[src/rtl/sound_cmd_mailbox.sv]
// Sound-side command mailbox: queues main-CPU command bytes in a small FIFO,
// presents the head byte to the sound CPU and signals each one with a timed NMI.
module sound_cmd_mailbox #(
    parameter  int DEPTH   = 4,
    parameter  int NMI_LEN = 64,
    parameter  int NMI_GAP = 16,
    localparam int AW      = $clog2(DEPTH)
) (
    input  logic          clk48M,
    input  logic          reset,
    input  logic          wr_req,
    input  logic [7:0]    wr_data,
    input  logic          rd_req,
    input  logic          clr_ovr,
    output logic [7:0]    rd_data,
    output logic          nmi_n,
    output logic          pending,
    output logic [AW:0]   count,
    output logic          overrun
);

    localparam int TMAX = (NMI_LEN > NMI_GAP) ? NMI_LEN : NMI_GAP;
    localparam int TW   = $clog2(TMAX + 1);

    localparam logic [AW:0]   FULL   = (AW+1)'(DEPTH);
    localparam logic [TW-1:0] LEN_M1 = TW'(NMI_LEN - 1);
    localparam logic [TW-1:0] GAP_M1 = TW'(NMI_GAP - 1);

    typedef enum logic [1:0] {
        IDLE,
        ASSERT,
        WAIT_ACK,
        GAP
    } state_e;

    logic          wr_q, rd_q;
    logic [7:0]    mem_q [DEPTH];
    logic [AW-1:0] head_q, tail_q;
    logic [AW:0]   count_q, count_d;
    logic          pend_q;
    logic          ovr_q;
    logic [7:0]    rdata_q;

    state_e        state_q, state_d;
    logic [TW-1:0] tmr_q, tmr_d;
    logic          popped_q, popped_d;

    logic wr_edge, rd_edge;
    logic empty, full;
    logic pop_ok, push_ok;

    assign wr_edge = wr_req & ~wr_q;
    assign rd_edge = ~rd_req & rd_q;
    assign empty   = (count_q == '0);
    assign full    = (count_q == FULL);
    // A pop in the same cycle frees the slot a write on a full FIFO needs.
    assign pop_ok  = rd_edge & ~empty;
    assign push_ok = wr_edge & (~full | pop_ok);

    // Occupancy changes only when exactly one of push/pop happens.
    always_comb begin
        count_d = count_q;
        if (push_ok && !pop_ok) begin
            count_d = count_q + (AW+1)'(1);
        end else if (pop_ok && !push_ok) begin
            count_d = count_q - (AW+1)'(1);
        end
    end

    // Strobe history, pointers, occupancy, sticky overrun and head-byte latch.
    always_ff @(posedge clk48M or posedge reset) begin
        if (reset) begin
            wr_q    <= 1'b0;
            rd_q    <= 1'b0;
            head_q  <= '0;
            tail_q  <= '0;
            count_q <= '0;
            pend_q  <= 1'b0;
            ovr_q   <= 1'b0;
            rdata_q <= 8'h00;
        end else begin
            wr_q    <= wr_req;
            rd_q    <= rd_req;
            count_q <= count_d;
            pend_q  <= (count_d != '0);
            if (pop_ok) begin
                head_q <= head_q + AW'(1);
            end
            if (push_ok) begin
                tail_q <= tail_q + AW'(1);
            end
            if (wr_edge && !push_ok) begin
                ovr_q <= 1'b1;
            end else if (clr_ovr) begin
                ovr_q <= 1'b0;
            end
            if (!empty) begin
                rdata_q <= mem_q[head_q];
            end
        end
    end

    // Byte storage; contents are don't-care until written, so no reset.
    always_ff @(posedge clk48M) begin
        if (push_ok) begin
            mem_q[tail_q] <= wr_data;
        end
    end

    // NMI sequencer state and shared pulse/gap timer.
    always_ff @(posedge clk48M or posedge reset) begin
        if (reset) begin
            state_q  <= IDLE;
            tmr_q    <= '0;
            popped_q <= 1'b0;
        end else begin
            state_q  <= state_d;
            tmr_q    <= tmr_d;
            popped_q <= popped_d;
        end
    end

    // Full-length pulse always; a pop seen during the pulse skips WAIT_ACK.
    always_comb begin
        state_d  = state_q;
        tmr_d    = tmr_q;
        popped_d = popped_q;
        unique case (state_q)
            IDLE: begin
                if (pend_q) begin
                    state_d  = ASSERT;
                    tmr_d    = LEN_M1;
                    popped_d = 1'b0;
                end
            end
            ASSERT: begin
                if (pop_ok) begin
                    popped_d = 1'b1;
                end
                if (tmr_q == '0) begin
                    if (popped_q || pop_ok) begin
                        state_d = GAP;
                        tmr_d   = GAP_M1;
                    end else begin
                        state_d = WAIT_ACK;
                    end
                end else begin
                    tmr_d = tmr_q - TW'(1);
                end
            end
            WAIT_ACK: begin
                if (pop_ok) begin
                    state_d = GAP;
                    tmr_d   = GAP_M1;
                end
            end
            GAP: begin
                if (tmr_q == '0) begin
                    state_d = IDLE;
                end else begin
                    tmr_d = tmr_q - TW'(1);
                end
            end
            default: begin
                state_d = IDLE;
            end
        endcase
    end

    assign nmi_n   = (state_q != ASSERT);
    assign rd_data = rdata_q;
    assign pending = pend_q;
    assign count   = count_q;
    assign overrun = ovr_q;

endmodule

[config.mk]
export PLATFORM = sky130hd
export DESIGN_NAME = sound_cmd_mailbox
export DESIGN_NICKNAME = d
export VERILOG_FILES = /design/src/rtl/sound_cmd_mailbox.sv
export SDC_FILE = /design/constraint.sdc
export NUM_CORES = 1
export LEC_CHECK = 0
export BUFFER_PORTS_ARGS = -buffer_cell sky130_fd_sc_hd__buf_2
export CORE_ASPECT_RATIO = 1.75
export CORE_MARGIN = 1
export CORE_UTILIZATION = 58
export DETAILED_ROUTE_END_ITERATION = 16
export PLACE_DENSITY = 0.78
export SLEW_MARGIN = 20
export SYNTH_ARGS = -nofsm -noshare
export SYNTH_HDL_FRONTEND = slang
export SYNTH_SLANG_ARGS = --single-unit
[constraint.sdc]
create_clock -name clk48M -period 2.7 [get_ports clk48M]
set_clock_uncertainty 0.1 [all_clocks]
set_input_delay 0.54 -clock clk48M [delete_from_list [all_inputs] [get_ports clk48M]]
set_output_delay 0.54 -clock clk48M [all_outputs]
set_load 0.01 [all_outputs]
==> flow_results.org <==
** Worst setup path
- STA classifies the critical path startpoint as a flip-flop.
- For the worst setup path, the data required time is roughly 2.8 ns.
- RR Startpoint :: count[0]
- Register-to-Register Path Depth :: 7
- CP endpoint kind :: flip-flop
- The critical path goes through inv_1, ha_1, nand2b_1, a21oi_1, o211a_4, or2_1, mux2_4.
- Delay of the slowest cell on the worst path :: 0.40 ns
- Category of the critical setup timing path :: reg2reg
- Slack of the worst reg-to-reg path :: 0.50 ns
- Data arrival at the endpoint of the critical path :: 2.33 ns
- Start point of the critical path :: count[0]
- The worst register-to-register path ends at tmr_q[1].
- Slowest cell on the critical path :: dfrtp_1
- Maximum net fanout on the critical path :: 7
- Worst setup path endpoint :: tmr_q[1]

** Place
- Before CTS, the worst setup slack after placement is 0.4896 ns.
- Routability cong. :: ~0.86
- Number of port buffers :: 26
- Post-detail-place hpwl :: 3479 µm

** Routing
- Once detail routing completed, the nets flagged for antenna violations numbered 0.
- For this block, the routed nets add up to 4628 µm of wire.
- After detailed routing, the number of remaining DRC violations is 0.
- Detailed-route vias per instance :: 5.589
- Post-detailed-route wirelength per cell :: 15.22 µm
- For this block, the via count after detailed routing is approximately 1700.
- The first TritonRoute pass finished after 4 iterations.
- The first routing iteration left 30 violations.

** GRT
- Overall fraction of global-route tracks in use :: a little over a fifth
- Vias in the first global route :: 1735
- The first global-routing pass estimated 7389 µm of wire.
- Maximum number of pins on one net before global-route repair :: 17
- The initial antenna violation count is 0.
- Global-route congestion overflow total :: 0

** STA
- The final number of max-transition violations was 0.
- Max Clock Freq :: 0.4538 GHz
- The total count of hold-check failures in the final report came to 0.
- Setup repair after global routing missed its margin :: no
- In this run the tightest slew margin relative to its limit is 61.32%.
- At the pin with the least slew margin, the transition time is slightly below 0.6 ns.
- Setup total negative slack on the finished layout was measured at 0 ns.
- Final setup fails :: 0
- Post-route setup slack :: 0.4966 ns
- Period utilization :: 81.61%
- Clock period minus worst slack :: between 2 and 2.5 ns

** Synth
- Synth Net Count :: 239
- In this run the mean area of a mapped cell was 13.17 µm².
- Summed over all instances, the cell type with the most area after synthesis is edfxtp_1.
- Yosys attributes the largest share of cell area to edfxtp_1 (34%), dfrtp_1 (26%), mux4_2 (6.5%).
- Synthesis Warnings :: 0
- In the synthesized netlist, the number of instances is ~210.
- Share of the synthesized area in the top cell type :: between 30% and 40%
- Portion of the post-synthesis area used by sequential elements :: roughly three fifths
- In the synthesized netlist the dominant register cell turns out to be edfxtp_1.
- Leading cell types by count after synthesis :: edfxtp_1 (32), nand2_1 (32), dfrtp_1 (29)
- Counting flops with a built-in enable in the synthesized netlist gives 32.
- Number of library cell types mapped by synthesis :: 42
- Number of synthesized register bits :: between 60 and 70
- Summing every instance area after synthesis gives 2791 µm².
- Async set or reset register ratio after synthesis :: ~48%

** Clock network
- For this design, the sink count on the clock tree is 61.
- No sink is reached through more buffers than the 2 on the longest clock path.
- Clock-pin slew was measured on the worst setup and hold paths at ~0.07 ns.
- Count of buffers added by post-CTS timing repair for setup :: 0
- CTS tree :: yes
- Once the clock tree was built, the resizer swapped 0 gates to a different size.
- Clock latency on the worst-skew pair, taken at its later pin, is 0.34 ns.
- TritonCTS created 9 clock buffers.
- CTS placed an instance of clkbuf_8 at the clock tree root.
- For this design, the CTS-stage hold fixing added 0 buffers.
- The H-tree was split into 3 levels.

** Power
- Worst supply voltage drop on vdd :: a little under 0.0007 V
- Standby leakage power :: between 1 and 1.5 nW
- Power spread over the standard cell area amounts to between 1000 and 1500 nW/µm².
- Final Total Pwr :: 3.551 mW

** Status
- Outcome :: complete, no violations

** Cells and area
- At the end of the flow the core is filled with cells to 67.69%.
- For this run, the post-layout net count is 274.
- 0 antenna diodes ended up in the layout.
- From synthesis to final layout, the design area changed by 13.13%.
- Ratio of cells with drive above 1 in the final layout :: between 20% and 30%

** Floorplan
- Once the floorplan was initialized, standard cells occupied 59.83% of the core.
- Row Count :: 33
- Placeable core area :: 4666 µm²
- In this run the count of I/O pins placed on the die edge is 27.
- The die is around 94 µm tall.
- The floorplan step set the die width to around 54 µm.
- DIE AREA :: 5105 µm²

** Run
- The tool flagged a number of max-cap violations equal to 0.

** Worst hold path
- The tightest min-delay check is of the in2async type.
through the flow:
stage / hold slack, ns / area (µm²) / instances
2_1_floorplan: 0.3658 / 2791 / 212
3_3_place_gp: 0.3606 / 2983 / 288
3_5_place_dp: 0.3670 / 2983 / 288
4_1_cts: 0.1517 / 3158 / 304
5_1_grt: 0.1817 / 3158 / 304
6_report: 0.1393 / 3158 / 304
worst max-delay path: cells and delay by family (launching register included):
family | cells | cell delay, ns
AO/OA/AOI/OAI | 2 | 0.46
adder cells (fa/ha/maj) | 1 | 0.26
buffers and inverters | 1 | 0.12
flip-flops | 1 | 0.40
multiplexers | 1 | 0.33
AND/OR/NAND/NOR | 2 | 0.42
registers in the layout, summed over array words and instances (netlist names):
signal / count
head_q: 2
rd_data: 8
tail_q: 2
mem_q: 32
wr_q: 1
pending: 1
count: 3
overrun: 1
state_q: 2
rd_q: 1
tmr_q: 7
popped_q: 1
how the worst min path moves through the flow:
stage	startpoint	end	slack (ns)	depth (start not counted)
detailed placement	rd_data[6]	rd_data[6]	0.37	2
finish	reset	tail_q[1]	0.14	2
global route	reset	state_q[1]	0.18	2
CTS	reset	state_q[1]	0.15	2
global placement	rd_data[2]	rd_data[2]	0.36	2
floorplan	tmr_q[5]	tmr_q[5]	0.37	2
area by class of cell:
type | count | area, µm²
Clock inverter | 7 | 51.30
Clock buffer | 9 | 123.9
Multi-Input combinational cell | 135 | 1037
Timing Repair Buffer | 29 | 152.6
Sequential cell | 61 | 1687
Tap cell | 52 | 65.06
Inverter | 11 | 41.29
Fill cell | 346 | 1508
where the power goes:
part	internal (mW)	total (mW)	switching, mW
Combinational	0.634	1.37	0.734
Sequential	1.24	1.48	0.238
Clock	0.334	0.705	0.370
Total	2.21	3.55	1.34
per-layer routing:
| metal | GRT usage, % | wire length (µm) | vias to the layer above |
|---|---|---|---|
| met4 | 12.61 | 152 | 0 |
| li1 | - | - | 826 |
| met1 | 21.15 | 1773 | 821 |
| met2 | 36.69 | 2545 | 37 |
| met5 | 0 | 0 | - |
| met3 | 6.472 | 157 | 15 |
placed cells by master, fill, tap and decap left out, drive strengths merged, types with 6 or more instances in the layout:
master	n
edfxtp	32
mux4	8
buf	29
dfrtp	29
inv	12
clkbuf	9
ha	14
nand2b	6
a21oi	6
o21ai	15
nand2	32
nor2	13
cells by family (layout without fill, tap and decap cells):
| family | after synthesis | after routing | synth area share [%] |
|---|---|---|---|
| mux | 10 | 10 | 7.530 |
| simple gates | 70 | 70 | 12.15 |
| fa+ha+maj | 14 | 14 | 6.275 |
| flops | 61 | 61 | 60.42 |
| xor+xnor | 5 | 5 | 1.569 |
| compound gates | 36 | 36 | 9.638 |
| buf+inv | 16 | 56 | 2.420 |
(Power assumes the default switching activity.)
